--- src/rtl/config_pkg.sv ---
// Shared widths, Addr command encodings and the four video-mode timing tables
// for the config_ctrl slice.
package config_pkg;

  localparam int unsigned CFG_CONFIG_WIDTH  = 2;
  localparam int unsigned CFG_PORCH_WIDTH   = 8;
  localparam int unsigned CFG_REZ_WIDTH     = 11;
  localparam int unsigned CFG_REZ_MAX_WIDTH = 11;

  localparam logic [1:0] CMD_NOP          = 2'b00;
  localparam logic [1:0] CMD_STAGE        = 2'b01;
  localparam logic [1:0] CMD_APPLY        = 2'b10;
  localparam logic [1:0] CMD_APPLY_SHADOW = 2'b11;

  // Index: 0=640x480, 1=800x600, 2=1024x768, 3=1280x1024
  localparam int unsigned H_ACTIVE [4] = '{640, 800, 1024, 1280};
  localparam int unsigned H_FP     [4] = '{16, 40, 24, 48};
  localparam int unsigned H_BP     [4] = '{48, 88, 160, 248};
  localparam int unsigned H_TOTAL  [4] = '{800, 1056, 1344, 1688};
  localparam int unsigned V_ACTIVE [4] = '{480, 600, 768, 1024};
  localparam int unsigned V_FP     [4] = '{10, 1, 3, 1};
  localparam int unsigned V_BP     [4] = '{33, 23, 29, 38};
  localparam int unsigned V_TOTAL  [4] = '{525, 628, 806, 1066};

endpackage

--- src/rtl/config_preset_rom.sv ---
// Combinational mode-index to timing lookup; count_max values are total-1.
module config_preset_rom
  import config_pkg::*;
#(
  parameter int unsigned CONFIG_WIDTH  = CFG_CONFIG_WIDTH,
  parameter int unsigned PORCH_WIDTH   = CFG_PORCH_WIDTH,
  parameter int unsigned REZ_WIDTH     = CFG_REZ_WIDTH,
  parameter int unsigned REZ_MAX_WIDTH = CFG_REZ_MAX_WIDTH
) (
  input  logic [CONFIG_WIDTH-1:0]  mode,
  output logic [PORCH_WIDTH-1:0]   h_front_porch,
  output logic [PORCH_WIDTH-1:0]   h_back_porch,
  output logic [PORCH_WIDTH-1:0]   v_front_porch,
  output logic [PORCH_WIDTH-1:0]   v_back_porch,
  output logic [REZ_MAX_WIDTH-1:0] h_count_max,
  output logic [REZ_MAX_WIDTH-1:0] v_count_max,
  output logic [REZ_WIDTH-1:0]     h_count_activ,
  output logic [REZ_WIDTH-1:0]     v_count_activ
);

  logic [1:0] idx;

  always_comb begin
    idx           = 2'(mode);
    h_front_porch = PORCH_WIDTH'(H_FP[idx]);
    h_back_porch  = PORCH_WIDTH'(H_BP[idx]);
    v_front_porch = PORCH_WIDTH'(V_FP[idx]);
    v_back_porch  = PORCH_WIDTH'(V_BP[idx]);
    h_count_max   = REZ_MAX_WIDTH'(H_TOTAL[idx] - 1);
    v_count_max   = REZ_MAX_WIDTH'(V_TOTAL[idx] - 1);
    h_count_activ = REZ_WIDTH'(H_ACTIVE[idx]);
    v_count_activ = REZ_WIDTH'(V_ACTIVE[idx]);
  end

endmodule

--- src/rtl/config_ctrl.sv ---
// Video timing configuration register with one-cycle Load_config strobe.
// Optional shadow (stage/apply-shadow) commands enabled by `define CONFIG_STAGED_EN.
module config_ctrl
  import config_pkg::*;
#(
  parameter int unsigned CONFIG_WIDTH  = CFG_CONFIG_WIDTH,
  parameter int unsigned PORCH_WIDTH   = CFG_PORCH_WIDTH,
  parameter int unsigned REZ_WIDTH     = CFG_REZ_WIDTH,
  parameter int unsigned REZ_MAX_WIDTH = CFG_REZ_MAX_WIDTH
) (
  input  logic                     Clk,
  input  logic                     Rst,
  input  logic                     Valid,
  input  logic [CONFIG_WIDTH-1:0]  Addr,
  input  logic [CONFIG_WIDTH-1:0]  Data,
  output logic                     Load_config,
  output logic [PORCH_WIDTH-1:0]   H_front_porch,
  output logic [PORCH_WIDTH-1:0]   H_back_porch,
  output logic [PORCH_WIDTH-1:0]   V_front_porch,
  output logic [PORCH_WIDTH-1:0]   V_back_porch,
  output logic [REZ_MAX_WIDTH-1:0] H_count_max,
  output logic [REZ_MAX_WIDTH-1:0] V_count_max,
  output logic [REZ_WIDTH-1:0]     H_count_activ,
  output logic [REZ_WIDTH-1:0]     V_count_activ
);

  logic [CONFIG_WIDTH-1:0]  active_mode, next_mode, rom_mode;
  logic                     apply, load_pending;
  logic [PORCH_WIDTH-1:0]   rom_hfp, rom_hbp, rom_vfp, rom_vbp;
  logic [REZ_MAX_WIDTH-1:0] rom_hmax, rom_vmax;
  logic [REZ_WIDTH-1:0]     rom_hact, rom_vact;
`ifdef CONFIG_STAGED_EN
  logic [CONFIG_WIDTH-1:0]  shadow_mode;
`endif

  always_comb begin
    apply     = 1'b0;
    next_mode = active_mode;
    if (Valid) begin
      case (2'(Addr))
        CMD_APPLY: begin
          apply     = 1'b1;
          next_mode = Data;
        end
`ifdef CONFIG_STAGED_EN
        CMD_APPLY_SHADOW: begin
          apply     = 1'b1;
          next_mode = shadow_mode;
        end
`endif
        default: ;
      endcase
    end
    // Reset forces the lookup to mode 0 so the registered outputs land there too
    rom_mode = Rst ? next_mode : '0;
  end

  config_preset_rom #(
    .CONFIG_WIDTH  (CONFIG_WIDTH),
    .PORCH_WIDTH   (PORCH_WIDTH),
    .REZ_WIDTH     (REZ_WIDTH),
    .REZ_MAX_WIDTH (REZ_MAX_WIDTH)
  ) u_rom (
    .mode          (rom_mode),
    .h_front_porch (rom_hfp),
    .h_back_porch  (rom_hbp),
    .v_front_porch (rom_vfp),
    .v_back_porch  (rom_vbp),
    .h_count_max   (rom_hmax),
    .v_count_max   (rom_vmax),
    .h_count_activ (rom_hact),
    .v_count_activ (rom_vact)
  );

  always_ff @(posedge Clk) begin
    H_front_porch <= rom_hfp;
    H_back_porch  <= rom_hbp;
    V_front_porch <= rom_vfp;
    V_back_porch  <= rom_vbp;
    H_count_max   <= rom_hmax;
    V_count_max   <= rom_vmax;
    H_count_activ <= rom_hact;
    V_count_activ <= rom_vact;
    if (!Rst) begin
      active_mode  <= '0;
      load_pending <= 1'b1;
      Load_config  <= 1'b0;
`ifdef CONFIG_STAGED_EN
      shadow_mode  <= '0;
`endif
    end else begin
      active_mode  <= next_mode;
      // load_pending produces the single post-reset strobe announcing mode 0
      load_pending <= 1'b0;
      Load_config  <= apply | load_pending;
`ifdef CONFIG_STAGED_EN
      if (Valid && (2'(Addr) == CMD_STAGE)) shadow_mode <= Data;
`endif
    end
  end

endmodule

--- config.mk ---
export PLATFORM = sky130hd
export DESIGN_NAME = config_ctrl
export DESIGN_NICKNAME = d
export VERILOG_FILES = /design/src/rtl/config_pkg.sv /design/src/rtl/config_preset_rom.sv /design/src/rtl/config_ctrl.sv
export SDC_FILE = /design/constraint.sdc
export NUM_CORES = 1
export LEC_CHECK = 0
export ABC_AREA = 1
export BUFFER_PORTS_ARGS = -buffer_cell sky130_fd_sc_hd__buf_4
export CAP_MARGIN = 20
export CORE_ASPECT_RATIO = 1.2
export CORE_UTILIZATION = 38
export DETAILED_ROUTE_END_ITERATION = 8
export GPL_TIMING_DRIVEN = 0
export PLACE_DENSITY = 0.91
export RECOVER_POWER = 50
export SLEW_MARGIN = 15
export SYNTH_ARGS = -nofsm -noshare
export SYNTH_HDL_FRONTEND = slang
export SYNTH_SLANG_ARGS = --single-unit
--- constraint.sdc ---
create_clock -name Clk -period 1.4 [get_ports Clk]
set_input_delay 0.21 -clock Clk [delete_from_list [all_inputs] [get_ports Clk]]
set_output_delay 0.21 -clock Clk [all_outputs]
set_load 0.1 [all_outputs]
Word-level counts from Yosys, hierarchy flattened
Cells that the tools add are included.

Output and inout port bits: 77. Bits in registers: 80. Input bits: 7. Logic and storage cells: 47.

Equality and inequality tests: 1. Mux-type cells: 30. Bitwise operators: 2. Add/subtract/negate cells: 2. Order comparisons: 1.

Operator list (number): binary-select mux 32 bit (select 2 bit) (8); 2-to-1 mux 11 bit (8); 2-to-1 mux 8 bit (8); subtractor 11 x 1 -> 11 bit, second input constant (2); 2-to-1 mux 2 bit (3); >= comparator 3 bit, second input constant (1); 2-to-1 mux 1 bit (3); inverter 2 -> 3 bit (1); == test 2 bit, second input constant (1); OR 1 bit (1).

Longest topological paths before layout
Word-level depth: 9. Depth in mapped cells: 7. Gate-level depth less buffers: 7.

Cells and area by module
Synthesis repeated with hierarchy kept, for this count alone.

Cells, all modules: 185. Area, all modules: 2309.7 um^2.

By module, submodules not included: config_ctrl (cells an instance 95, times used 1, seq. area each 1601.5 um^2, area an instance 1665.3 um^2); config_preset_rom (cells an instance 90, times used 1, seq. area each 0.0 um^2, area an instance 644.4 um^2).

Worst setup path after synthesis
OpenSTA, ideal clock, no wires.

Kind: reg2reg. From: register active_mode[0]. To: register V_count_max[3]. Period minus slack after synthesis: 1.778 ns. Library setup time: 0.127 ns. Data arrival time: 1.651 ns. Required time: 1.273 ns. Cell stages (with the launch flop): 6. Path slack: -0.378 ns. Path buffers: 0. Cell sequence: dfxtp_1 inv_1 nand2_1 nand2_1 nor2_2 ha_1.

Cells in the longest elaborated chain, start to end: 8.

Ends and longest elaborated chain: start, declared (line config_ctrl.sv:27) `logic [CONFIG_WIDTH-1:0] active_mode, next_mode, rom_mode;`; start signal, assigned (line config_ctrl.sv:92) `active_mode <= next_mode;`; 2-to-1 mux 2 bit (line config_ctrl.sv:40) `case (2'(Addr))`; 2-to-1 mux 2 bit (*) (line config_ctrl.sv:39) `if (Valid) begin`; 2-to-1 mux 2 bit (*); inverter 2 -> 3 bit (implied by the code) (*) (line config_preset_rom.sv:30) `v_count_max = REZ_MAX_WIDTH'(V_TOTAL[idx] - 1);`; binary-select mux 32 bit (select 2 bit) (*) (line config_preset_rom.sv:30); 2-to-1 mux 11 bit (implied by the code) (*) (2 in series) (line config_preset_rom.sv:30); subtractor 11 x 1 -> 11 bit (*) (line config_preset_rom.sv:30); end signal, assigned (line config_ctrl.sv:81) `V_count_max <= rom_vmax;`; end, declared (line config_ctrl.sv:22) `output logic [REZ_MAX_WIDTH-1:0] V_count_max,`.

Mark *: on every way between the ends. The rest lies on a longest branch, timed or not. The select of a mux whose other input is x is not followed. A chain may end at the register's enable or synchronous reset.

Worst setup path in the final report
From: register H_count_max[10]. To: output port H_count_max[10].

RTL lines: start, declared (line config_ctrl.sv:21) `output logic [REZ_MAX_WIDTH-1:0] H_count_max,`; start signal, assigned (line config_ctrl.sv:80) `H_count_max <= rom_hmax;`.

No word-level cell between the ends.

==> impl_metrics.env <==
export IMPL_status="finished clean"
export IMPL_period_share_pct=91.3
export IMPL_ctsResizeCount=0
export IMPL_cts_made_buffers=3
export IMPL_p_sw_mw=1.20
export IMPL_syn_cell_area_um2=1030
export IMPL_hold_buffers=0
export IMPL_min_period_ns=1.28
export IMPL_layout_drive_gt1_share_pct=63.9
export IMPL_io_pins=84
export IMPL_cpPeakStageDelay_ns=0.43
export IMPL_grt_usage_pct=10.5
export IMPL_gp_congestion=0.625
export IMPL_htreeDepth=1
export IMPL_final_util_pct=62.0
export IMPL_drtPass1Iterations=2
export IMPL_drcViolationCount=0
export IMPL_io_buffers=54
export IMPL_ys_seq_area_share_pct=36.9
export IMPL_routed_wirelength_um=1620
export IMPL_clkSinkCount=19
export IMPL_slew_viol_final=0
export IMPL_combPwrFrac_pct=59.7
export IMPL_intPower_uw=911
export IMPL_rsz0062_at_grt="false"
export IMPL_grt_overflow=0
export IMPL_diodes=0
export IMPL_crit_family="buffers and inverters"
export IMPL_end_kind="output pin"
export IMPL_layout_nets=216
export IMPL_routedWlPerCell_um=6.91
export IMPL_multiInputGateArea_um2=260
export IMPL_synth_seq_cells=19
export IMPL_max_freq_mhz=783
export IMPL_hold_end="load_pending"
export IMPL_vias=789
export IMPL_grt_pass1_wl_um=2280
export IMPL_critPathMaxFanout=4
export IMPL_die_h_um=59.0
export IMPL_cts_tree="done"
export IMPL_grt_pass1_vias=580
export IMPL_ys_types=9
export IMPL_syn_to_final_growth_pct=53.6
export IMPL_hold_depth=2
export IMPL_row_count=20
export IMPL_cts_setup_buffers=0
export IMPL_r2r_end="H_count_max[3]"
export IMPL_ant_nets=0
export IMPL_r2r_start="active_mode[1]"
export IMPL_maxCapViolCount=0
export IMPL_seq_area_um2=398
export IMPL_setup_viol=0
export IMPL_path_clk_slew_ns=0.09
export IMPL_power_frac_seq_pct=28.2
export IMPL_cp_start_kind="register"
export IMPL_crit_slowest_cell="buf_2"
export IMPL_fp_dieW_um=49.5
export IMPL_nFillCells=251
export IMPL_peakVddDrop_uv=618
export IMPL_clock_path_buffers=2
export IMPL_cp_arrival_ns=1.07
export IMPL_finalHoldViolations=0
export IMPL_hp_class="input pin to register"
export IMPL_min_from="Rst"
export IMPL_finalSetupTns_ns=0
export IMPL_avgSynthCellArea_um2=8.88
export IMPL_p_leak_nw=0.970
export IMPL_slew_headroom_pct=63.7
export IMPL_start_util_pct=40.3
export IMPL_crit_type="register to output pin"
export IMPL_clk_insertion_delay_late_ns=0.28
export IMPL_clkPwrFrac_pct=12.1
export IMPL_critical_path_n_buffers_inverters=1
export IMPL_r2r_cells=6
export IMPL_path_cells="buf_2"
export IMPL_pwr_density_cell_nw_per_um2=1340
export IMPL_switching_share_pct=56.9
export IMPL_clock_skew_ns=0.00116
export IMPL_grt_max_degree=11
export IMPL_via_per_inst=3.36
export IMPL_worst_slew_pin_slew_ns=0.547
export IMPL_syn_instance_count=116
export IMPL_antenna_found_initial=0
export IMPL_drt_iter0_drc=5
export IMPL_rrSetupSlack_ns=0.23
export IMPL_dieArea_um2=2920
export IMPL_core_um2=2550
export IMPL_place_detailed_hpwl_um=1460
export IMPL_critPathRequiredTime_ns=1.19
export IMPL_yosys_warnings=0
export IMPL_cts_root_buf="clkbuf_4"
-- flip-flops by register name (all words and copies together), names as in the netlist --
name	flops
load_pending	1
H_back_porch	2
H_count_max	3
active_mode	2
Load_config	1
V_count_activ	3
V_count_max	7
-- cell usage after synthesis --
cell     number  share of area, %
buf_4        59                43
conb_1        2              0.73
dfxtp_1      19                37
ha_1          6               7.3
inv_1        13               4.7
nand2_1       9               3.3
nand3_1       3               1.5
nor2_1        2              0.73
nor2_2        3               1.8
-- final cells by class --
class                   count  share of cell area [%]
plain buffers              59                    28.0
clock buffers               4                    1.66
inverters                  13                    3.09
multi-input cells          53                    16.5
flip-flops and latches     19                    25.2
well taps                  33                    2.61
repair buffers             54                    23.0
-- per-layer routing --
layer / vias to the layer above / global-route usage, % / share of wire [%]
li1: 422 / - / -
met1: 330 / 7.94 / 31
met2: 35 / 22.2 / 60
met3: 2 / 3.33 / 8.4
met4: 0 / 6.12 / 0.74
met5: - / 0 / 0
-- power groups by stage --
stage	clock network, mW	registers [mW]	logic, mW
5_1_grt	0.298	0.601	1.29
4_1_cts	0.276	0.597	1.28
3_5_place_dp	0	0.610	1.28
2_1_floorplan	0	0.828	0.904
6_report	0.256	0.595	1.26
3_3_place_gp	0	0.607	1.27
-- logic make-up after synthesis --
logic type / after synthesis / share of synthesized area [%]
AND/OR/NAND/NOR: 17 / 7.29
flip-flops: 19 / 36.9
other: 2 / 0.729
adder cells (fa/ha/maj): 6 / 7.29
buffers and inverters: 72 / 47.8
-- worst max-delay path by stage --
stage	startpoint	endpoint	slack, ns	cells after the start
floorplan	V_count_max[1]	V_count_activ[3]	0.13	1
CTS	V_count_max[1]	V_count_max[6]	0.11	2
global route	H_count_max[10]	H_count_max[10]	0.07	1
finish	H_count_max[10]	H_count_max[10]	0.12	1
detailed placement	Addr[0]	V_count_activ[9]	0.14	7
global placement	Addr[0]	V_count_activ[9]	0.17	7
-- cells in the final DEF, fill, tap and decap left out --
master	n
clkbuf_1	2
inv_1	13
buf_4	95
clkbuf_2	4
ha_1	6
clkbuf_4	5
nor2_2	2
dfxtp_4	1
dfxtp_2	11
conb_1	30
nor2_1	3
buf_2	11
dfxtp_1	7
nand2_1	9
nand3_1	3
-- through the flow --
stage | setup WS [ns] | instance area, um^2 | hold slack (ns) | total power, mW | std cells
6_report | 0.122 | 1580 | 0.160 | 2.11 | 235
3_3_place_gp | 0.167 | 1600 | 0.412 | 1.88 | 231
3_5_place_dp | 0.141 | 1600 | 0.422 | 1.89 | 231
4_1_cts | 0.113 | 1630 | 0.104 | 2.15 | 235
2_1_floorplan | 0.126 | 1160 | 0.285 | 1.73 | 144
5_1_grt | 0.0743 | 1580 | 0.161 | 2.19 | 235
No activity file was read; power rests on OpenSTA's default activity.
